## src/rtl/wtm_reset_sequencer_pkg.sv

```systemverilog
// rtl/wtm_reset_sequencer_pkg.sv - shared state encoding, reset cause codes and counter sizing
package wtm_reset_sequencer_pkg;

    typedef enum logic [1:0] {
        S_HOLD   = 2'd0,
        S_PERIPH = 2'd1,
        S_RUN    = 2'd2
    } state_t;

    // Also consumed by the CPU register-map block; 2'd3 is never produced.
    localparam logic [1:0] CAUSE_POWER  = 2'd0;
    localparam logic [1:0] CAUSE_BUTTON = 2'd1;
    localparam logic [1:0] CAUSE_SOFT   = 2'd2;

    function automatic int cnt_width(input int a, input int b);
        int m;
        m = (a > b) ? a : b;
        return (m > 1) ? $clog2(m) : 1;
    endfunction

endpackage

```

## src/rtl/wtm_reset_sequencer_if.sv

```systemverilog
// rtl/wtm_reset_sequencer_if.sv - reset request inputs and staged reset outputs
interface wtm_reset_sequencer_if;
    logic       button_n;
    logic       soft_reset_req;
    logic       periph_rst;
    logic       cpu_rst_n;
    logic       ready;
    logic [1:0] reset_cause;

    modport master (
        input  button_n,
        input  soft_reset_req,
        output periph_rst,
        output cpu_rst_n,
        output ready,
        output reset_cause
    );

    modport slave (
        output button_n,
        output soft_reset_req,
        input  periph_rst,
        input  cpu_rst_n,
        input  ready,
        input  reset_cause
    );
endinterface

```

## src/rtl/wtm_debounce.sv

```systemverilog
// rtl/wtm_debounce.sv - button 2-FF synchronizer with stable-count filter when WTM_RESET_DEBOUNCE_EN is defined
module wtm_debounce #(
    parameter int DEBOUNCE_CYCLES = 65536
) (
    input  logic clock,
    input  logic rst,
    input  logic button_n,
    output logic pressed
);

    if (DEBOUNCE_CYCLES < 2) begin : g_param_check
        $error("wtm_debounce: DEBOUNCE_CYCLES must be >= 2");
    end

    // Synchronizer resets to the released level so rst never reads as a press.
    logic [1:0] sync_q;
    logic       btn_s;

    always_ff @(posedge clock) begin
        if (rst) begin
            sync_q <= 2'b11;
        end else begin
            sync_q <= {sync_q[0], button_n};
        end
    end

    assign btn_s = ~sync_q[1];

`ifdef WTM_RESET_DEBOUNCE_EN
    localparam int DW = $clog2(DEBOUNCE_CYCLES);
    localparam logic [DW-1:0] DB_LAST = DW'(DEBOUNCE_CYCLES - 1);

    logic [DW-1:0] stable_q;
    logic          pressed_q;

    always_ff @(posedge clock) begin
        if (rst) begin
            stable_q  <= '0;
            pressed_q <= 1'b0;
        end else if (btn_s == pressed_q) begin
            stable_q  <= '0;
        end else if (stable_q == DB_LAST) begin
            pressed_q <= btn_s;
            stable_q  <= '0;
        end else begin
            stable_q  <= stable_q + 1'b1;
        end
    end

    assign pressed = pressed_q;
`else
    assign pressed = btn_s;
`endif

endmodule

```

## src/rtl/wtm_reset_sequencer.sv

```systemverilog
// rtl/wtm_reset_sequencer.sv - staged peripheral/CPU reset release with cause capture (debounce via WTM_RESET_DEBOUNCE_EN)
module wtm_reset_sequencer #(
    parameter int HOLD_CYCLES     = 1024,
    parameter int STAGE_GAP       = 16,
    parameter int DEBOUNCE_CYCLES = 65536
) (
    input  logic                  clock,
    input  logic                  rst,
    wtm_reset_sequencer_if.master rs
);
    import wtm_reset_sequencer_pkg::*;

    localparam int CW = cnt_width(HOLD_CYCLES, STAGE_GAP);
    localparam logic [CW-1:0] HOLD_LAST  = CW'(HOLD_CYCLES - 1);
    localparam logic [CW-1:0] STAGE_LAST = CW'(STAGE_GAP - 1);

    logic          pressed;
    logic          trigger;
    state_t        state_q, state_d;
    logic [CW-1:0] cnt_q, cnt_d;
    logic [1:0]    cause_q, cause_d;
    logic          periph_rst_q, periph_rst_d;
    logic          cpu_rst_n_q, cpu_rst_n_d;
    logic          ready_q, ready_d;

    wtm_debounce #(
        .DEBOUNCE_CYCLES(DEBOUNCE_CYCLES)
    ) u_debounce (
        .clock   (clock),
        .rst     (rst),
        .button_n(rs.button_n),
        .pressed (pressed)
    );

    assign trigger = pressed | rs.soft_reset_req;

    always_comb begin
        state_d = state_q;
        cnt_d   = cnt_q;
        cause_d = cause_q;
        // A held button re-enters here every cycle, pinning the counter at 0.
        if (trigger) begin
            state_d = S_HOLD;
            cnt_d   = '0;
            cause_d = pressed ? CAUSE_BUTTON : CAUSE_SOFT;
        end else begin
            case (state_q)
                S_HOLD: begin
                    if (cnt_q == HOLD_LAST) begin
                        state_d = S_PERIPH;
                        cnt_d   = '0;
                    end else begin
                        cnt_d   = cnt_q + 1'b1;
                    end
                end
                S_PERIPH: begin
                    if (cnt_q == STAGE_LAST) begin
                        state_d = S_RUN;
                        cnt_d   = '0;
                    end else begin
                        cnt_d   = cnt_q + 1'b1;
                    end
                end
                S_RUN:   state_d = S_RUN;
                default: begin
                    state_d = S_HOLD;
                    cnt_d   = '0;
                end
            endcase
        end
        periph_rst_d = (state_d == S_HOLD);
        cpu_rst_n_d  = (state_d == S_RUN);
        ready_d      = (state_d == S_RUN);
    end

    always_ff @(posedge clock) begin
        if (rst) begin
            state_q      <= S_HOLD;
            cnt_q        <= '0;
            cause_q      <= CAUSE_POWER;
            periph_rst_q <= 1'b1;
            cpu_rst_n_q  <= 1'b0;
            ready_q      <= 1'b0;
        end else begin
            state_q      <= state_d;
            cnt_q        <= cnt_d;
            cause_q      <= cause_d;
            periph_rst_q <= periph_rst_d;
            cpu_rst_n_q  <= cpu_rst_n_d;
            ready_q      <= ready_d;
        end
    end

    assign rs.periph_rst  = periph_rst_q;
    assign rs.cpu_rst_n   = cpu_rst_n_q;
    assign rs.ready       = ready_q;
    assign rs.reset_cause = cause_q;

endmodule

```

## src/flat_wrapper.sv

```systemverilog
// flat-port wrapper written by rule: the top's interface ports become plain ports
module wtm_reset_sequencer_flat import wtm_reset_sequencer_pkg::*;
#(
    parameter int HOLD_CYCLES     = 1024,
    parameter int STAGE_GAP       = 16,
    parameter int DEBOUNCE_CYCLES = 65536
)
  (clock, rst, rs_button_n, rs_soft_reset_req, rs_periph_rst, rs_cpu_rst_n, rs_ready, rs_reset_cause);
  wtm_reset_sequencer_if rs_i ();
  input  logic clock;
  input  logic rst;
  input wire logic [$bits(rs_i.button_n)-1:0] rs_button_n;
  input wire logic [$bits(rs_i.soft_reset_req)-1:0] rs_soft_reset_req;
  output wire logic [$bits(rs_i.periph_rst)-1:0] rs_periph_rst;
  output wire logic [$bits(rs_i.cpu_rst_n)-1:0] rs_cpu_rst_n;
  output wire logic [$bits(rs_i.ready)-1:0] rs_ready;
  output wire logic [$bits(rs_i.reset_cause)-1:0] rs_reset_cause;
  assign rs_i.button_n = rs_button_n;
  assign rs_i.soft_reset_req = rs_soft_reset_req;
  assign rs_periph_rst = rs_i.periph_rst;
  assign rs_cpu_rst_n = rs_i.cpu_rst_n;
  assign rs_ready = rs_i.ready;
  assign rs_reset_cause = rs_i.reset_cause;
  wtm_reset_sequencer #(.HOLD_CYCLES(HOLD_CYCLES), .STAGE_GAP(STAGE_GAP), .DEBOUNCE_CYCLES(DEBOUNCE_CYCLES)) u_core (.clock(clock), .rst(rst), .rs(rs_i));
endmodule
```

## config.mk

```make
export PLATFORM = sky130hd
export DESIGN_NAME = wtm_reset_sequencer_flat
export DESIGN_NICKNAME = d
export VERILOG_FILES = /design/src/rtl/wtm_reset_sequencer_pkg.sv /design/src/rtl/wtm_reset_sequencer_if.sv /design/src/rtl/wtm_debounce.sv /design/src/rtl/wtm_reset_sequencer.sv /design/src/flat_wrapper.sv
export SDC_FILE = /design/constraint.sdc
export NUM_CORES = 1
export LEC_CHECK = 0
export BUFFER_PORTS_ARGS = -buffer_cell sky130_fd_sc_hd__buf_2
export CORE_UTILIZATION = 30
export DETAILED_ROUTE_END_ITERATION = 10
export GPL_TIMING_DRIVEN = 0
export RECOVER_POWER = 25
export SKIP_LAST_GASP = 1
export SYNTH_ARGS = -nofsm -noshare
export SYNTH_HDL_FRONTEND = slang
export SYNTH_SLANG_ARGS = --single-unit
```

## constraint.sdc

```tcl
create_clock -name clock -period 2.71 [get_ports clock]
set_input_delay 0.1355 -clock clock [delete_from_list [all_inputs] [get_ports clock]]
set_output_delay 0.1355 -clock clock [all_outputs]
set_load 0.02 [all_outputs]
```

==> flow_summary_export.csv, run 1 <==
group,metric,value,unit
sta,fin_crit_sh,0.744,
routing,routedWlPerCell,12.0,um
die,initial_core_util,0.327,
worst_setup_path,required,2.91,ns
logic_synthesis,synthTopCellsByCount,"dfxtp_1 (18), nor2_1 (11), nor3_1 (9)",
logic_synthesis,synth.most_common_cell,"dfxtp_1",
grt,grt_max_degree,11,
cts,clk_pin_slew,0.11,ns
die,io_pins,9,
layout,drive_above_1_share,0.221,
layout,nNetsFinal,110,
layout,final_util,0.371,
logic_synthesis,synth_cell_types,35,
cts,clk_path_buf_depth,2,
sta,max_freq,496,MHz
cts,cts.sinks,18,
routing,first_pass_iters,4,
worst_hold_path,hp-class,"input port to flop",
sta,finalHoldViolCount,0,
layout,final_cells,134,
routing,drc,0,
cts,htree_levels,1,
placement,gp_congestion,0.793,
flow_run,max-cap-violations,0,
logic_synthesis,synth_area_leaders,"dfxtp_1 (43%), nor3_1 (5.4%), nor2_1 (5.0%)",
die,rows,18,
logic_synthesis,synth-seq-area-share,0.433,
sta,setup_tns,0,ns
placement,dpl.cell_count,130,
cts,cts_tree,"yes",
logic_synthesis,synthesis.instances,92,
power,finalPower,461,uW
die,coreArea,0.00254,mm2
sta,layout_min_cycle_time,2.02,ns
routing,viasPerCell,5.41,
routing,wirelength,1.61,mm
grt,grt_overflow,0,
die,die_w,54.7,um
sta,setup_viol,0,
logic_synthesis,yosys.area.top_type,"dfxtp_1",
placement,port_buffers,8,
placement,pre_cts_ws,0.706,ns
cts,cts_resized,0,
sta,rsz0062_at_grt,"false",
sta,slew_headroom,0.625,
placement,hpwl,1.17,mm
sta,setup_slack,0.694,ns
layout,syn2layout_area_growth,13.4,%
worst_setup_path,startpoint_type,"flop",
logic_synthesis,netlist_area,832,um2
logic_synthesis,synth_seq_cells,18,
worst_setup_path,criticalPathCategory,"flop to flop",
cts,cts_hold_buf,0,
cts,worstSkewPairLatency,0.30,ns
logic_synthesis,ys_warn_count,0,
power,cellPowerDensity,489,mW/mm2
power,ir_worst_vdd,0.378,mV
logic_synthesis,synth_top_area_frac,0.433,
logic_synthesis,synth_ff_type,"dfxtp_1",
logic_synthesis,synth_area_per_cell,9.04,um2
worst_setup_path,worstPathArrival,2.21,ns
worst_setup_path,crit_fanout,6,
grt,grt_pass1_vias,601,
grt,grt_usage,0.128,
layout,diodes,0,
cts,clock-root-buffer,"clkbuf_4",
die,fp.dieH,54.7,um
logic_synthesis,synth-async-reset-ratio,0,
logic_synthesis,synth_enable_flop_cells,0,
sta,finalMaxSlewViolations,0,
worst_setup_path,critPathCaptureType,"flop",
grt,antenna_found_initial,0,
routing,vias,725,
sta,worst_pin_slew,0.560,ns
cts,cts_inserted_buffers,3,
power,leakagePower,0.341,nW
outcome,outcome,"complete, no violations",
logic_synthesis,synth_fp_nets,97,
grt,grt_pass1_wl,2.64,mm
routing,ant_nets,0,
cts,postCtsSetupRepairBufs,0,
sta,finalClockSkew,0.00913,ns
routing,drtIter0Drc,27,
die,dieArea,0.00299,mm2
-- metal layers --
layer,global-route usage,vias to the layer above,part of all wire
met4,0.0684,0,0.015
met3,0.0500,4,0.067
met2,0.179,22,0.45
met5,0,-,0
met1,0.166,329,0.46
li1,-,370,-
-- metrics by stage --
step	area, um2	hold WS [ns]
2_1_floorplan	832	0.205
3_3_place_gp	910	0.321
3_5_place_dp	910	0.325
4_1_cts	946	0.00833
5_1_grt	943	0.0103
6_report	943	0.0204
-- flip-flops by register name, summed over array words and instances (netlist names) --
register                  count
u_core.rs.periph_rst          1
u_core.cnt_q                 10
u_core.rs.cpu_rst_n           1
u_core.u_debounce.sync_q      2
u_core.state_q                2
u_core.rs.reset_cause         2
-- path summary, 6_finish.rpt --
| kind | start | endpoint | slack (ns) | depth (start not counted) |
|---|---|---|---|---|
| max | u_core.cnt_q[0] | u_core.cnt_q[7] | 0.69 | 5 |
| max reg2reg | u_core.cnt_q[0] | u_core.cnt_q[7] | 0.69 | 5 |
| min reg2reg | u_core.u_debounce.sync_q[0] | u_core.u_debounce.sync_q[1] | 0.42 | 1 |
| min | rs_button_n | u_core.u_debounce.sync_q[0] | 0.02 | 2 |
-- where the power goes --
part	leakage (nW)	internal (mW)	switching (mW)
Combinational	0.174	0.0105	0.0127
Clock	0.0210	0.0819	0.0843
Sequential	0.146	0.269	0.00278
-- cell families (layout without fill, tap and decap cells) --
group,Yosys count,in the layout,synth area share
muxes,1,1,0.0135
AOI/OAI and AO/OA,20,20,0.197
adders and majority gates,1,1,0.0150
and+or+nand+nor,46,46,0.308
buffers and inverters,6,18,0.0331
DFF,18,18,0.433
-- final cells by class --
cell class	count	area (um2)
buffer	2	12.5
clock buffer	4	36.3
fill	267	1600
inverter	4	15.0
multi-input combinational	68	444
sequential	18	360
tap	30	37.5
timing repair buffer	8	37.5
-- cells in the final DEF, fill, tap and decap left out, types with 2 or more instances in the layout --
cell type  synthesis  layout
nor2_1            11      11
inv_1              4       4
nand2b_1           2       2
nand3_1            3       3
or3_1              2       2
o21ai_0            4       4
clkbuf_1           0       2
a221o_1            2       2
a31oi_1            2       2
nor3b_1            2       2
or2_2              2       2
dfxtp_1           18      18
a21oi_1            2       2
nand4_1            2       2
nor3_1             9       9
o31ai_1            3       3
buf_2              0       6
nand2_1            5       5
clkbuf_4           0       3
-- critical path, stage by stage, from the launching register on --
cell     delay, ns
dfxtp_1       0.39
ha_1          0.22
nand3_1       0.28
nor4_2        0.59
nor2_2        0.11
a221o_1       0.34
Power figures use the tool's default switching activity.
==> run 2, diff against run 1 <==
--- a/config.mk
+++ b/config.mk
@@ -5,6 +5,7 @@
 export SDC_FILE = /design/constraint.sdc
 export NUM_CORES = 1
 export LEC_CHECK = 0
+export ABC_AREA = 1
 export BUFFER_PORTS_ARGS = -buffer_cell sky130_fd_sc_hd__buf_2
 export CORE_UTILIZATION = 30
 export DETAILED_ROUTE_END_ITERATION = 10
==> constraint.sdc (replaced) <==
create_clock -name clock -period 1.9 [get_ports clock]
set_input_delay 0.095 -clock clock [delete_from_list [all_inputs] [get_ports clock]]
set_output_delay 0.095 -clock clock [all_outputs]
set_load 0.02 [all_outputs]
==> run 2 against run 1 <==
  * Sequential share of layout area decreased by 5.1 points
  * Largest cell class unchanged
  * Routed wire length increased by 16%
  * Largest power group unchanged
  * Register-to-register slack got worse by 0.26 ns
  * Design area increased by 16%
  * First-iteration DRC count increased by 19%
  * Die area increased by 14%
==> flow_summary_export.csv, run 2 <==
group,metric,value,unit
power,pwr-share-comb,0.051,
worst_setup_path,required,2.08,ns
sta,setup_slack,0.439,ns
worst_setup_path,worstPathArrival,1.64,ns
grt,grt_pass1_wl,3.30,mm
placement,hpwl,1.42,mm
grt,grt_pass1_vias,784,
logic_synthesis,synth_top_area_frac,0.377,
cts,worstSkewPairLatency,0.28,ns
grt,grt_overflow,0,
die,die_w,58.4,um
die,rows,20,
logic_synthesis,synth-async-reset-ratio,0,
logic_synthesis,synth_cell_types,20,
flow_run,max-cap-violations,0,
die,io_pins,9,
routing,met3WireLength,77,um
cts,clock-root-buffer,"clkbuf_4",
power,p_seq_frac,0.643,
logic_synthesis,synthesis.instances,143,
power,switching_share,0.219,
power,switching_power,132,uW
sta,rsz0062_at_grt,"false",
cts,clk_path_buf_depth,2,
logic_synthesis,synth_fp_nets,148,
logic_synthesis,synth_area_per_cell,6.68,um2
worst_setup_path,startpoint_type,"flop",
layout,layout_common_cells,"nand2_1 (36), nor2_1 (20), inv_1 (18), dfxtp_1 (18), nand3_1 (13)",
layout,drive_above_1_share,0.173,
sta,setup_viol,0,
cts,clk_pin_slew,0.10,ns
die,coreArea,0.00303,mm2
sta,setup_tns,0,ns
routing,vias,885,
placement,pre_cts_ws,0.440,ns
layout,nNetsFinal,163,
layout,diodes,0,
cts,postCtsSetupRepairBufs,0,
logic_synthesis,ys_warn_count,0,
layout,mostFrequentLayoutCell,"nand2_1",
routing,drc,0,
sta,max_freq,685,MHz
sta,worst_pin_slew,0.423,ns
power,intPower,470,uW
logic_synthesis,netlist_area,955,um2
sta,finalHoldViolCount,0,
power,finalPower,602,uW
routing,viasPerCell,4.43,
power,ir_worst_vdd,0.301,mV
sta,finalMaxSlewViolations,0,
outcome,outcome,"complete, no violations",
cts,cts_inserted_buffers,3,
routing,wirelength,1.86,mm
layout,syn2layout_area_growth,14.2,%
power,leakagePower,0.490,nW
routing,topRoutingLayerUsed,"met4",
logic_synthesis,synth_seq_cells,18,
sta,fin_crit_sh,0.769,
placement,gp_congestion,0.838,
logic_synthesis,synth_ff_type,"dfxtp_1",
routing,wl_met2,831,um
layout,design_area,0.00109,mm2
worst_hold_path,hp-class,"input port to flop",
die,initial_core_util,0.315,
logic_synthesis,yosys.area.top_type,"dfxtp_1",
logic_synthesis,synth-seq-area-share,0.377,
power,cellPowerDensity,552,mW/mm2
routing,routedWlPerCell,9.30,um
placement,dpl.cell_count,195,
logic_synthesis,synth_area_leaders,"dfxtp_1 (38%), nand2_1 (14%), nor2_1 (7.9%)",
routing,first_pass_iters,6,
placement,postPlaceCellArea,0.00105,mm2
cts,htree_levels,1,
logic_synthesis,synth.most_common_cell,"nand2_1",
grt,antenna_found_initial,0,
power,clock_power_share,0.306,
cts,cts_tree,"yes",
routing,ant_nets,0,
die,fp.dieH,58.4,um
placement,port_buffers,8,
worst_setup_path,criticalPathCategory,"flop to flop",
die,dieArea,0.00341,mm2
grt,grt_max_degree,11,
layout,largest_reg_flops,10,
sta,layout_min_cycle_time,1.46,ns
layout,final_cells,200,
worst_setup_path,critPathCaptureType,"flop",
grt,grt_usage,0.123,
cts,cts.sinks,18,
sta,finalClockSkew,0.000917,ns
worst_setup_path,crit_fanout,5,
layout,top_register,"u_core.cnt_q",
routing,drtIter0Drc,32,
sta,slew_headroom,0.718,
routing,wl_met1,945,um
cts,cts_resized,0,
logic_synthesis,synthTopCellsByCount,"nand2_1 (36), nor2_1 (20), dfxtp_1 (18), inv_1 (18), nand3_1 (13)",
logic_synthesis,synth_enable_flop_cells,0,
-- run 2: changes by cell type in the layout (fill, tap and decap cells not counted), sizes merged, moves of 3 or more --
| cell | before | now |
|---|---|---|
| o31ai | 3 | 0 |
| inv | 4 | 19 |
| xor2 | 0 | 4 |
| nand3 | 3 | 15 |
| nor3 | 9 | 1 |
| nand2 | 5 | 38 |
| a21oi | 2 | 9 |
| nor2 | 12 | 27 |
-- run 2: cells by family (layout without fill, tap and decap cells) --
group | Yosys count | count (layout) | share of synthesized area
AND/OR/NAND/NOR | 85 | 85 | 0.412
buffers and inverters | 22 | 35 | 0.0930
flip-flops | 18 | 18 | 0.377
AO/OA/AOI/OAI | 13 | 13 | 0.0681
XOR/XNOR | 4 | 4 | 0.0367
adder cells (fa/ha/maj) | 1 | 1 | 0.0131
-- run 2: final cells by class --
type                            instances  area (um2)
Fill cell                             324        1940
Multi-Input combinational cell        103         505
Sequential cell                        18         360
Inverter                               19        71.3
Timing Repair Buffer                   10        57.6
Tap cell                               44        55.1
Clock buffer                            3        22.5
Buffer                                  3        17.5
-- run 2: power groups by stage --
stage / clock, mW / sequential [mW] / combinational [mW]
5_1_grt: 0.209 / 0.388 / 0.0356
2_1_floorplan: 0 / 0.398 / 0.0153
3_5_place_dp: 0 / 0.396 / 0.0283
3_3_place_gp: 0 / 0.396 / 0.0276
4_1_cts: 0.194 / 0.387 / 0.0315
6_report: 0.184 / 0.387 / 0.0306
-- run 2: worst max-delay path: stages (launching register included) --
cell and delay, ns:
dfxtp_1 0.38, ha_1 0.24, nand2_2 0.10, nor2_4 0.15, nand3_2 0.15, nor2_1 0.14
nor2_2 0.08, nand2_1 0.06, a21oi_1 0.05
-- run 2: stage by stage --
stage	hold slack (ns)	utilization
after global placement	0.280	0.347
final	0.0659	0.360
after floorplan	0.164	-
after detailed placement	0.284	0.347
after global routing	0.0897	0.360
after CTS	0.0634	0.361
-- run 2: routing by layer --
metal | GRT usage | vias to the layer above
li1 | - | 467
met4 | 0.0408 | 0
met2 | 0.197 | 20
met5 | 0 | -
met1 | 0.160 | 396
met3 | 0.0330 | 2
-- run 2: final timing paths --
kind	from	endpoint	slack, ns	depth (start not counted)
hold / removal	rs_soft_reset_req	u_core.rs.reset_cause[1]	0.07	3
setup reg to reg	u_core.cnt_q[1]	u_core.cnt_q[5]	0.44	8
setup / recovery	u_core.cnt_q[1]	u_core.cnt_q[5]	0.44	8
hold reg to reg	u_core.u_debounce.sync_q[0]	u_core.u_debounce.sync_q[1]	0.42	1
-- run 2: timing repair --
item	CTS	global route
hold buffers	2	0
hold endpoints to repair	2	0
endpoints found under the setup margin	0	0
